[src/rtl/control_pkg.sv]
// Shared decode types, opcode constants and operand-usage helpers for the RV32I decode stage.
package control_pkg;

  typedef enum logic [5:0] {
    CU_NOP = 6'd0,
    CU_LUI, CU_AUIPC, CU_JAL, CU_JALR,
    CU_BEQ, CU_BNE, CU_BLT, CU_BGE, CU_BLTU, CU_BGEU,
    CU_LB, CU_LH, CU_LW, CU_LBU, CU_LHU,
    CU_SB, CU_SH, CU_SW,
    CU_ADDI, CU_SLTI, CU_SLTIU, CU_XORI, CU_ORI, CU_ANDI,
    CU_SLLI, CU_SRLI, CU_SRAI,
    CU_ADD, CU_SUB, CU_SLL, CU_SLT, CU_SLTU, CU_XOR, CU_SRL, CU_SRA, CU_OR, CU_AND,
    CU_ILLEGAL
  } cuop_t;

  typedef enum logic [3:0] {
    ALU_ADD, ALU_SUB, ALU_SLL, ALU_SLT, ALU_SLTU, ALU_XOR,
    ALU_SRL, ALU_SRA, ALU_OR, ALU_AND, ALU_PASSB
  } aluop_t;

  localparam logic [6:0] OPC_LUI    = 7'b0110111;
  localparam logic [6:0] OPC_AUIPC  = 7'b0010111;
  localparam logic [6:0] OPC_JAL    = 7'b1101111;
  localparam logic [6:0] OPC_JALR   = 7'b1100111;
  localparam logic [6:0] OPC_BRANCH = 7'b1100011;
  localparam logic [6:0] OPC_LOAD   = 7'b0000011;
  localparam logic [6:0] OPC_STORE  = 7'b0100011;
  localparam logic [6:0] OPC_OPIMM  = 7'b0010011;
  localparam logic [6:0] OPC_OP     = 7'b0110011;

  // Unknown opcodes are treated as reading rs1 so hazard detection stays conservative.
  function automatic logic uses_rs1(input logic [6:0] opcode);
    return !(opcode == OPC_LUI || opcode == OPC_AUIPC || opcode == OPC_JAL);
  endfunction

  function automatic logic uses_rs2(input logic [6:0] opcode);
    return (opcode == OPC_OP || opcode == OPC_BRANCH || opcode == OPC_STORE);
  endfunction

  function automatic logic writes_rd(input logic [6:0] opcode);
    return (opcode == OPC_LUI || opcode == OPC_AUIPC || opcode == OPC_JAL ||
            opcode == OPC_JALR || opcode == OPC_LOAD || opcode == OPC_OPIMM ||
            opcode == OPC_OP);
  endfunction

endpackage

[src/rtl/instr_decoder.sv]
// Combinational RV32I instruction decoder: raw instruction in, control fields and immediate out.
module instr_decoder
  import control_pkg::*;
#(
  parameter int XLEN  = 32,
  parameter int NREGS = 32,
  localparam int REG_W = $clog2(NREGS)
) (
  input  logic [31:0]      instr,
  output logic [REG_W-1:0] rs1,
  output logic [REG_W-1:0] rs2,
  output logic [REG_W-1:0] rd,
  output cuop_t            cuop,
  output aluop_t           aluop,
  output logic             reg_write,
  output logic             alu_src,
  output logic             is_load,
  output logic [XLEN-1:0]  imm,
  output logic             illegal
);

  localparam logic [5:0] NregsL = 6'(NREGS);

  logic [6:0]  opcode;
  logic [2:0]  funct3;
  logic [6:0]  funct7;
  logic [31:0] imm_i, imm_s, imm_b, imm_u, imm_j;

  cuop_t       base_cuop;
  aluop_t      base_aluop;
  logic        base_src;
  logic        base_load;
  logic [31:0] base_imm;
  logic        bad_reg;

  assign opcode = instr[6:0];
  assign funct3 = instr[14:12];
  assign funct7 = instr[31:25];

  assign imm_i = {{20{instr[31]}}, instr[31:20]};
  assign imm_s = {{20{instr[31]}}, instr[31:25], instr[11:7]};
  assign imm_b = {{19{instr[31]}}, instr[31], instr[7], instr[30:25], instr[11:8], 1'b0};
  assign imm_u = {instr[31:12], 12'b0};
  assign imm_j = {{11{instr[31]}}, instr[31], instr[19:12], instr[20], instr[30:21], 1'b0};

  // Register fields pass through raw; narrower register files keep only the low bits.
  assign rs1 = instr[15 +: REG_W];
  assign rs2 = instr[20 +: REG_W];
  assign rd  = instr[7 +: REG_W];

  // Opcode/funct decode; anything not matched stays CU_ILLEGAL.
  always_comb begin
    base_cuop  = CU_ILLEGAL;
    base_aluop = ALU_ADD;
    base_src   = 1'b0;
    base_load  = 1'b0;
    base_imm   = '0;
    case (opcode)
      OPC_LUI: begin
        base_cuop = CU_LUI; base_aluop = ALU_PASSB; base_src = 1'b1; base_imm = imm_u;
      end
      OPC_AUIPC: begin
        base_cuop = CU_AUIPC; base_src = 1'b1; base_imm = imm_u;
      end
      OPC_JAL: begin
        base_cuop = CU_JAL; base_src = 1'b1; base_imm = imm_j;
      end
      OPC_JALR: begin
        base_src = 1'b1; base_imm = imm_i;
        if (funct3 == 3'd0) base_cuop = CU_JALR;
      end
      OPC_BRANCH: begin
        base_imm = imm_b;
        case (funct3)
          3'd0: begin base_cuop = CU_BEQ;  base_aluop = ALU_SUB;  end
          3'd1: begin base_cuop = CU_BNE;  base_aluop = ALU_SUB;  end
          3'd4: begin base_cuop = CU_BLT;  base_aluop = ALU_SLT;  end
          3'd5: begin base_cuop = CU_BGE;  base_aluop = ALU_SLT;  end
          3'd6: begin base_cuop = CU_BLTU; base_aluop = ALU_SLTU; end
          3'd7: begin base_cuop = CU_BGEU; base_aluop = ALU_SLTU; end
          default: ;
        endcase
      end
      OPC_LOAD: begin
        base_src = 1'b1; base_load = 1'b1; base_imm = imm_i;
        case (funct3)
          3'd0: base_cuop = CU_LB;
          3'd1: base_cuop = CU_LH;
          3'd2: base_cuop = CU_LW;
          3'd4: base_cuop = CU_LBU;
          3'd5: base_cuop = CU_LHU;
          default: ;
        endcase
      end
      OPC_STORE: begin
        base_src = 1'b1; base_imm = imm_s;
        case (funct3)
          3'd0: base_cuop = CU_SB;
          3'd1: base_cuop = CU_SH;
          3'd2: base_cuop = CU_SW;
          default: ;
        endcase
      end
      OPC_OPIMM: begin
        base_src = 1'b1; base_imm = imm_i;
        case (funct3)
          3'd0: begin base_cuop = CU_ADDI;  base_aluop = ALU_ADD;  end
          3'd2: begin base_cuop = CU_SLTI;  base_aluop = ALU_SLT;  end
          3'd3: begin base_cuop = CU_SLTIU; base_aluop = ALU_SLTU; end
          3'd4: begin base_cuop = CU_XORI;  base_aluop = ALU_XOR;  end
          3'd6: begin base_cuop = CU_ORI;   base_aluop = ALU_OR;   end
          3'd7: begin base_cuop = CU_ANDI;  base_aluop = ALU_AND;  end
          3'd1: if (funct7 == 7'h00) begin base_cuop = CU_SLLI; base_aluop = ALU_SLL; end
          3'd5: begin
            if (funct7 == 7'h00) begin
              base_cuop = CU_SRLI; base_aluop = ALU_SRL;
            end else if (funct7 == 7'h20) begin
              base_cuop = CU_SRAI; base_aluop = ALU_SRA;
            end
          end
          default: ;
        endcase
      end
      OPC_OP: begin
        case ({funct7, funct3})
          {7'h00, 3'd0}: begin base_cuop = CU_ADD;  base_aluop = ALU_ADD;  end
          {7'h20, 3'd0}: begin base_cuop = CU_SUB;  base_aluop = ALU_SUB;  end
          {7'h00, 3'd1}: begin base_cuop = CU_SLL;  base_aluop = ALU_SLL;  end
          {7'h00, 3'd2}: begin base_cuop = CU_SLT;  base_aluop = ALU_SLT;  end
          {7'h00, 3'd3}: begin base_cuop = CU_SLTU; base_aluop = ALU_SLTU; end
          {7'h00, 3'd4}: begin base_cuop = CU_XOR;  base_aluop = ALU_XOR;  end
          {7'h00, 3'd5}: begin base_cuop = CU_SRL;  base_aluop = ALU_SRL;  end
          {7'h20, 3'd5}: begin base_cuop = CU_SRA;  base_aluop = ALU_SRA;  end
          {7'h00, 3'd6}: begin base_cuop = CU_OR;   base_aluop = ALU_OR;   end
          {7'h00, 3'd7}: begin base_cuop = CU_AND;  base_aluop = ALU_AND;  end
          default: ;
        endcase
      end
      default: ;
    endcase
  end

  // Final fields: an illegal decode or an out-of-range register index forces a safe, inert op.
  always_comb begin
    bad_reg = (writes_rd(opcode) && ({1'b0, instr[11:7]}  >= NregsL)) ||
              (uses_rs1(opcode)  && ({1'b0, instr[19:15]} >= NregsL)) ||
              (uses_rs2(opcode)  && ({1'b0, instr[24:20]} >= NregsL));
    illegal   = (base_cuop == CU_ILLEGAL) || bad_reg;
    cuop      = base_cuop;
    aluop     = base_aluop;
    alu_src   = base_src;
    is_load   = base_load;
    imm       = XLEN'($signed(base_imm));
    reg_write = writes_rd(opcode) && (instr[11:7] != 5'd0);
    if (illegal) begin
      cuop      = CU_ILLEGAL;
      aluop     = ALU_ADD;
      alu_src   = 1'b0;
      is_load   = 1'b0;
      imm       = '0;
      reg_write = 1'b0;
    end
  end

endmodule

[src/rtl/decode_stage.sv]
// Registered, handshaked decode stage: one-entry output register, load-use bubble, flush,
// and a saturating hazard-stall counter.
module decode_stage
  import control_pkg::*;
#(
  parameter int XLEN  = 32,
  parameter int NREGS = 32,
  parameter int CNT_W = 16,
  localparam int REG_W = $clog2(NREGS)
) (
  input  logic             clk,
  input  logic             nRst,
  input  logic             in_valid,
  output logic             in_ready,
  input  logic [31:0]      in_instr,
  input  logic [XLEN-1:0]  in_pc,
  input  logic             flush,
  output logic             out_valid,
  input  logic             out_ready,
  output logic [XLEN-1:0]  out_pc,
  output logic [REG_W-1:0] out_rs1,
  output logic [REG_W-1:0] out_rs2,
  output logic [REG_W-1:0] out_rd,
  output cuop_t            out_cuOp,
  output aluop_t           out_aluOp,
  output logic             out_regWrite,
  output logic             out_aluSrc,
  output logic             out_isLoad,
  output logic [XLEN-1:0]  out_imm,
  output logic             out_illegal,
  output logic [CNT_W-1:0] stall_cnt
);

  typedef enum logic {StEmpty, StFull} state_t;

  state_t state_q, state_d;

  logic [REG_W-1:0] dec_rs1, dec_rs2, dec_rd;
  cuop_t            dec_cuop;
  aluop_t           dec_aluop;
  logic             dec_reg_write, dec_alu_src, dec_is_load, dec_illegal;
  logic [XLEN-1:0]  dec_imm;

  logic             hazard, capture, handoff;
  logic [CNT_W-1:0] stall_d;

  instr_decoder #(
    .XLEN  (XLEN),
    .NREGS (NREGS)
  ) u_dec (
    .instr     (in_instr),
    .rs1       (dec_rs1),
    .rs2       (dec_rs2),
    .rd        (dec_rd),
    .cuop      (dec_cuop),
    .aluop     (dec_aluop),
    .reg_write (dec_reg_write),
    .alu_src   (dec_alu_src),
    .is_load   (dec_is_load),
    .imm       (dec_imm),
    .illegal   (dec_illegal)
  );

  assign out_valid = (state_q == StFull);

  // Load-use hazard: the held load's result is not yet available to the offered instruction.
  always_comb begin
    hazard = out_valid && out_isLoad && (out_rd != '0) && in_valid &&
             ((uses_rs1(in_instr[6:0]) && (dec_rs1 == out_rd)) ||
              (uses_rs2(in_instr[6:0]) && (dec_rs2 == out_rd)));
    in_ready = (!out_valid || out_ready) && !hazard && !flush;
    capture  = in_valid && in_ready;
    handoff  = out_valid && out_ready;
  end

  // Next state: flush wins, then capture (possibly with a handoff), then plain handoff.
  always_comb begin
    state_d = state_q;
    if (flush)        state_d = StEmpty;
    else if (capture) state_d = StFull;
    else if (handoff) state_d = StEmpty;
  end

  // Stall counter next value, saturating at all-ones.
  always_comb begin
    stall_d = stall_cnt;
    if (in_valid && hazard && !flush && (stall_cnt != '1)) stall_d = stall_cnt + CNT_W'(1);
  end

  // State and stall counter registers.
  always_ff @(posedge clk or negedge nRst) begin
    if (!nRst) begin
      state_q   <= StEmpty;
      stall_cnt <= '0;
    end else begin
      state_q   <= state_d;
      stall_cnt <= stall_d;
    end
  end

  // Output payload register; held unchanged unless a new instruction is captured.
  always_ff @(posedge clk or negedge nRst) begin
    if (!nRst) begin
      out_pc       <= '0;
      out_rs1      <= '0;
      out_rs2      <= '0;
      out_rd       <= '0;
      out_cuOp     <= CU_NOP;
      out_aluOp    <= ALU_ADD;
      out_regWrite <= 1'b0;
      out_aluSrc   <= 1'b0;
      out_isLoad   <= 1'b0;
      out_imm      <= '0;
      out_illegal  <= 1'b0;
    end else if (capture) begin
      out_pc       <= in_pc;
      out_rs1      <= dec_rs1;
      out_rs2      <= dec_rs2;
      out_rd       <= dec_rd;
      out_cuOp     <= dec_cuop;
      out_aluOp    <= dec_aluop;
      out_regWrite <= dec_reg_write;
      out_aluSrc   <= dec_alu_src;
      out_isLoad   <= dec_is_load;
      out_imm      <= dec_imm;
      out_illegal  <= dec_illegal;
    end
  end

endmodule

[config.mk]
export PLATFORM = sky130hd
export DESIGN_NAME = decode_stage
export DESIGN_NICKNAME = d
export VERILOG_FILES = /design/src/rtl/control_pkg.sv /design/src/rtl/instr_decoder.sv /design/src/rtl/decode_stage.sv
export SDC_FILE = /design/constraint.sdc
export NUM_CORES = 1
export LEC_CHECK = 0
export ABC_AREA = 1
export CAP_MARGIN = 10
export CORE_ASPECT_RATIO = 2
export CORE_MARGIN = 5
export CORE_UTILIZATION = 30
export CTS_CLUSTER_DIAMETER = 80
export DETAILED_ROUTE_END_ITERATION = 7
export GPL_TIMING_DRIVEN = 0
export PLACE_DENSITY_LB_ADDON = 0.3
export SETUP_SLACK_MARGIN = 0.4
export SLEW_MARGIN = 20
export SYNTH_ARGS = -nofsm -noshare
export SYNTH_HDL_FRONTEND = slang
export SYNTH_SLANG_ARGS = --single-unit
[constraint.sdc]
create_clock -name clk -period 1.7 [get_ports clk]
set_clock_uncertainty 0.15 [all_clocks]
set_input_delay 0.34 -clock clk [delete_from_list [all_inputs] [get_ports clk]]
set_output_delay 0.34 -clock clk [all_outputs]
set_load 0.005 [all_outputs]
Word level (Yosys, flattened, before mapping)
Index checks and enable logic that the tools add are counted.
{"block": "word_totals", "ff_bits": 110, "inputBits": 69, "output_inout_bits": 111, "elab_cells": 113}
{"block": "op_classes", "n_addsub": 1, "n_eq_ne": 30, "n_mux": 29, "n_reduce_logical": 40}
{"cell": "$pmux 32 s5", "n": 1}
{"cell": "$pmux 6 s10", "n": 1}
{"cell": "$pmux 6 s9", "n": 1}
{"cell": "$pmux 6 s8", "n": 1}
{"cell": "$eq 10x3->1 const B", "n": 4}
{"cell": "$pmux 4 s9", "n": 1}
{"cell": "$pmux 6 s6", "n": 1}
{"cell": "$mux 32", "n": 1}
{"cell": "$pmux 4 s8", "n": 1}
{"cell": "$mux 6", "n": 5}
{"cell": "$pmux 6 s5", "n": 1}
{"cell": "$eq 7x6->1 const B", "n": 4}
{"cell": "$eq 7x7->1 const B", "n": 3}
{"cell": "$eq 10x2->1 const B", "n": 2}
{"cell": "$eq 10x9->1 const B", "n": 2}
{"cell": "$pmux 6 s3", "n": 1}
{"cell": "$add 16x1->16 const B", "n": 1}
{"cell": "$ne 16x16->1 const B", "n": 1}
{"cell": "$pmux 4 s4", "n": 1}
{"cell": "$eq 7x5->1 const B", "n": 2}
{"cell": "$logic_and 1x1->1", "n": 14}
{"cell": "$eq 3x3->1 const B", "n": 4}
{"cell": "$eq 10x1->1 const B", "n": 1}
{"cell": "$eq 5x5->1", "n": 2}
{"cell": "other kinds (19)", "n": 44}

Depth between registers and ports, before layout
{"block": "logic_depth", "word_depth": 13, "depth_mapped": 16, "ltp_nobuf": 14}

By module
From an unflattened synthesis, not the netlist that was laid out.
{"block": "unflattened", "hier_cells": 917, "hier_area_um2": 6643.9}
{"module": "decode_stage", "instances": 1, "cells_each": 603, "area_per_inst_um2": 5118.7}
{"module": "instr_decoder", "instances": 1, "cells_each": 314, "area_per_inst_um2": 1525.2}

Worst setup path after synthesis
Ideal clock, no wire load.
{"block": "synth_path", "path_kind": "input to register", "startpoint": "input in_instr[1]", "endpoint": "register out_pc[22]", "arrival_time_ns": 1.634, "required_time_ns": 1.434, "slack_ns": -0.200, "path_stages": 15, "n_path_buf": 2, "cell_sequence": "nand2_2 nor2_2 nand2_1 nand2_2 inv_2 nand3_2 nand2_1 nand2_2 nand2_4 inv_2 nand2_4 buf_6 buf_6 nand2_2 nand2_1"}
{"block": "synth_between", "elab_chain_cells": 11, "word_cells_on_any_way": 19}
{"element": "start: declaration", "line_no": "decode_stage.sv:15", "text": "input logic [31:0] in_instr,"}
{"element": "$eq 7x6->1 or $eq 7x5->1 (tied branches)"}
{"element": "$logic_or 1x1->1 (2 in series)"}
{"element": "$logic_not 1->1"}
{"element": "$logic_and 1x1->1", "line_no": "decode_stage.sv:69", "text": "((uses_rs1(in_instr[6:0]) && (dec_rs1 == out_rd)) ||"}
{"element": "$logic_or 1x1->1 *", "line_no": "decode_stage.sv:69"}
{"element": "$logic_and 1x1->1 *", "line_no": "decode_stage.sv:68", "text": "hazard = out_valid && out_isLoad && (out_rd != '0) && in_valid &&"}
{"element": "$logic_not 1->1 *", "line_no": "decode_stage.sv:71", "text": "in_ready = (!out_valid || out_ready) && !hazard && !flush;"}
{"element": "$logic_and 1x1->1 * (2 in series)", "line_no": "decode_stage.sv:71"}
{"element": "net in_ready", "line_no": "decode_stage.sv:14", "text": "output logic in_ready,"}
{"element": "$logic_and 1x1->1 *", "line_no": "decode_stage.sv:72", "text": "capture = in_valid && in_ready;"}
{"element": "end signal: assignment", "line_no": "decode_stage.sv:116", "text": "out_pc <= in_pc;"}
{"element": "end: declaration", "line_no": "decode_stage.sv:20", "text": "output logic [XLEN-1:0] out_pc,"}
Mark *: on every way through the listed nets, which the timed path passes. The rest lies on a longest branch.
A chain may end at the register's enable or synchronous reset.

Worst setup path after layout
{"block": "layout_path", "startpoint": "register out_rd[0]", "endpoint": "register out_rs2[2]"}
{"block": "layout_between", "elab_chain_cells": 8, "word_cells_on_any_way": 13}
{"element": "start: declaration", "line_no": "decode_stage.sv:23", "text": "output logic [REG_W-1:0] out_rd,"}
{"element": "start signal: assignment", "line_no": "decode_stage.sv:119", "text": "out_rd <= dec_rd;"}
{"element": "$eq 5x5->1 (tied with other cells)", "line_no": "decode_stage.sv:69"}
{"element": "$logic_and 1x1->1 (on tied branches)", "line_no": "decode_stage.sv:69, decode_stage.sv:68, decode_stage.sv:70"}
{"element": "$logic_or 1x1->1 or $logic_and 1x1->1 (tied branches)", "line_no": "decode_stage.sv:69, decode_stage.sv:68"}
{"element": "$logic_and 1x1->1 *", "line_no": "decode_stage.sv:68"}
{"element": "$logic_not 1->1 *", "line_no": "decode_stage.sv:71"}
{"element": "$logic_and 1x1->1 * (2 in series)", "line_no": "decode_stage.sv:71"}
{"element": "$logic_and 1x1->1 *", "line_no": "decode_stage.sv:72"}
{"element": "end signal: assignment", "line_no": "decode_stage.sv:118", "text": "out_rs2 <= dec_rs2;"}
{"element": "end: declaration", "line_no": "decode_stage.sv:22", "text": "output logic [REG_W-1:0] out_rs2,"}
Mark *: on every way between the ends. The rest lies on a longest branch, timed or not.

==> key figures <==
Yosys
  – Top-area cell type share of the netlist area: 0.458
  – Async set-reset flop share out of synthesis: 1.00
  – Sequential-to-total area share from yosys stat: 0.458
  – Synth Instances: 812
  – Post-synth top flop: dfrtp_1
  – Synthesis Warnings: 0
  – Synth cell types: 38
  – Synthesized net count: 882
  – Ranking of synthesized cells by area: dfrtp_1, nand2_1, nand3_1, nor2_1, inv_1
  – Cell Area, Synth: 6010 sq um
  – Synth Register Bits: 110
  – Syn avg cell area: 7.40 sq um
  – Post-synth EDFFs: 0
  – Yosys top cell by area: dfrtp_1

Floorplan
  – IO Pins: 180
  – Die footprint: about 23000 sq um
  – Die width: 110 um
  – Initial core utilization: 0.303
  – Die height: 210 um
  – Core ar.: 19800 sq um
  – # rows: 73

Power
  – Clock power frac: 0.299
  – Gate power share: 0.274
  – Power Dens Cells: 660 nW/um^2
  – Switching fraction of total power: 0.300
  – Sequential share of power: 0.427
  – Leak Pwr: about 5.5 nW
  – Internal Power: 4.83 mW
  – Max IR drop VDD: 0.474 mV
  – P_sw: 2.06 mW

STA
  – Max transition margin: 0.567
  – Hold slack: -0.222 ns
  – Final Max Slew Viols: 0
  – Fmax achieved: 0.467 GHz
  – TNS Setup: -39.71 ns
  – Finish-stage setup viols: 111
  – RSZ-0062 raised after global routing: yes
  – Final hold viol count: 50
  – Min cycle time layout: approximately 2.1 ns
  – Slew @ Worst Pin: between 0.6 and 0.7 ns
  – Setup slack after layout: -0.443 ns
  – Period utilization: 1.26

Cells and area
  – Fin util: 0.527
  – Nets: 1219
  – Filler Cells Inserted: 1928
  – Layout cells sized above 1: 0.431
  – FF+latch area: 2760 sq um
  – Footprint of the multi-input gates: 3530 sq um
  – Most common cell after layout, fill and taps aside: nand2_1
  – Synth-to-Final Area Change: 73.8%
  – Commonest non-fill, non-tap cells in the layout: nand2_1, dfrtp_1, buf_4
  – Diodes inserted: 0
  – Final Cell Area: about 10000 sq um

Global routing
  – GR Overflow Total: 0
  – GR met3 Demand/Resource: 0.0245
  – Vias in the first global route: 7002
  – Global route hottest layer: met2
  – Largest net degree at the start of global routing: 61
  – Met1 usage: 0.209
  – GRT Total Usage: 0.229
  – Initial antenna violation count: 0
  – Routing usage on met2: 0.443
  – Global-route wire length before repair: 39400 um

Worst setup path
  – Worst R2R Start: out_rd[0]
  – Critical path required time: 1.79 ns
  – WS Path Type: register to register
  – Startpoint class of the critical path: register
  – FF-to-FF setup slack: -0.44 ns
  – R2r worst-path depth: 15
  – Critical Path End Type: register
  – CP Max Fanout: 7
  – Reg-to-Reg End: out_rs2[2]
  – CP arrival: 2.23 ns

Drt
  – DR pass1 iterations: 5
  – Detailed Route Iter0 Violations: 331
  – Routed wire per std cell: about 19 um
  – Vias per cell: 4.90
  – DR DRC count: 0
  – Vias: 6945
  – DRT antenna net count: 0
  – Drt total wl: 26800 um

Placed design
  – Detailed Place HPWL: 19300 um
  – Placed cell area: 8240 sq um
  – Gp weighted congestion: between 1 and 1.5
  – Port bufs: 179

Clock network
  – Num CTS Buffers: 9
  – Number of H-tree levels: 3
  – Clk sinks: 110
  – Later-pin clock latency in the skew report: between 0.3 and 0.4 ns
  – CTS tree: built
  – Reg clk slew, reported paths: about 0.070 ns
  – Clock Path Buffers: 2
  – CTS root buf: clkbuf_16

Run
  – Max cap viols: 0

Run status
  – Failing checks: negative hold slack, negative setup slack
  – Outcome: finished with violations

Hold path
  – Class of the worst hold path: input pin to asynchronous set/reset pin
per-stage QoR:
stage | instances | setup slack [ns] | total power [mW]
2_1_floorplan | 812 | -0.151 | 3.49
3_3_place_gp | 1253 | -4.36 | 4.35
3_5_place_dp | 1254 | -1.46 | 4.37
4_1_cts | 1376 | -0.432 | 6.71
5_1_grt | 1416 | -0.535 | 7.21
6_report | 1416 | -0.443 | 6.89
area by class of cell:
| class | count | area share |
|---|---|---|
| Clock inverter | 6 | 0.00420 |
| Tap cell | 262 | 0.0314 |
| Clock buffer | 10 | 0.0229 |
| Inverter | 71 | 0.0284 |
| Sequential cell | 110 | 0.264 |
| Multi-Input combinational cell | 603 | 0.338 |
| Timing Repair inverter | 1 | 0.000480 |
| Buffer | 28 | 0.0372 |
| Timing Repair Buffer | 325 | 0.273 |
Yosys cell counts (6+ instances only):
library cell	instances
xor2_1	19
nand3_1	77
inv_1	63
nor2_1	75
buf_2	17
nand4_1	13
o211ai_1	7
dfrtp_1	110
o22ai_1	12
o21ai_1	15
nand2_2	14
inv_2	7
o21ai_0	22
nor3_1	6
nand2_1	305
power by group through the flow:
stage	logic, mW	clock network (mW)	registers [mW]
finish	1.89	2.06	2.94
global route	2.02	2.22	2.97
CTS	1.67	2.11	2.93
detailed placement	1.38	0	2.99
global placement	1.36	0	2.99
floorplan	0.487	0	3.00
flip-flops by register name, summed over array words and instances, names as in the netlist:
register / flops
out_isLoad: 1
out_rs2: 5
out_pc: 32
out_aluOp: 4
out_imm: 32
out_aluSrc: 1
out_cuOp: 6
out_regWrite: 1
out_valid: 1
stall_cnt: 16
out_rs1: 5
out_rd: 5
out_illegal: 1
worst max-delay path by stage:
| stage | start | endpoint | slack, ns | cells past startpoint |
|---|---|---|---|---|
| 2_1_floorplan | in_instr[4] | out_pc[22] | -0.15 | 16 |
| 3_3_place_gp | nRst | out_pc[26] | -4.36 | 1 |
| 3_5_place_dp | in_instr[12] | out_imm[16] | -1.46 | 13 |
| 4_1_cts | out_rd[1] | in_ready | -0.43 | 9 |
| 5_1_grt | out_rd[3] | in_ready | -0.54 | 10 |
| 6_report | out_rd[0] | out_rs2[2] | -0.44 | 15 |
timing repair:
action	in CTS	in global routing
gates resized for setup	706	107
setup buffers	91	38
pin swaps	38	32
setup endpoints to repair	221	221
endpoints found under the hold margin	50	50
cloned	15	2
worst max-delay path, stage by stage, from the launching register on:
cell and delay [ns]:
dfrtp_2 0.44, or2_4 0.26, nand3_2 0.08, nor2_2 0.04
nand3_2 0.07, nand2_4 0.07, nand2_4 0.08, nand2_4 0.05
inv_4 0.06, buf_6 0.11, nand2_8 0.06, buf_12 0.17
buf_12 0.13, buf_16 0.13, nand2_1 0.06, o21ai_1 0.05
cell families (layout without fill, tap and decap cells):
group / count (synthesis) / count (layout) / synth area share
buf+inv: 99 / 441 / 0.0742
simple gates: 510 / 510 / 0.365
flops: 110 / 110 / 0.458
fa+ha+maj: 1 / 1 / 0.00208
xor+xnor: 22 / 22 / 0.0321
compound gates: 70 / 70 / 0.0687
metal layers:
layer	vias up	share of wire
met5	-	0
met2	249	0.57
li1	3286	-
met1	3309	0.31
met4	0	0.079
met3	101	0.037
Note: power is estimated with default switching activity, not from simulation.
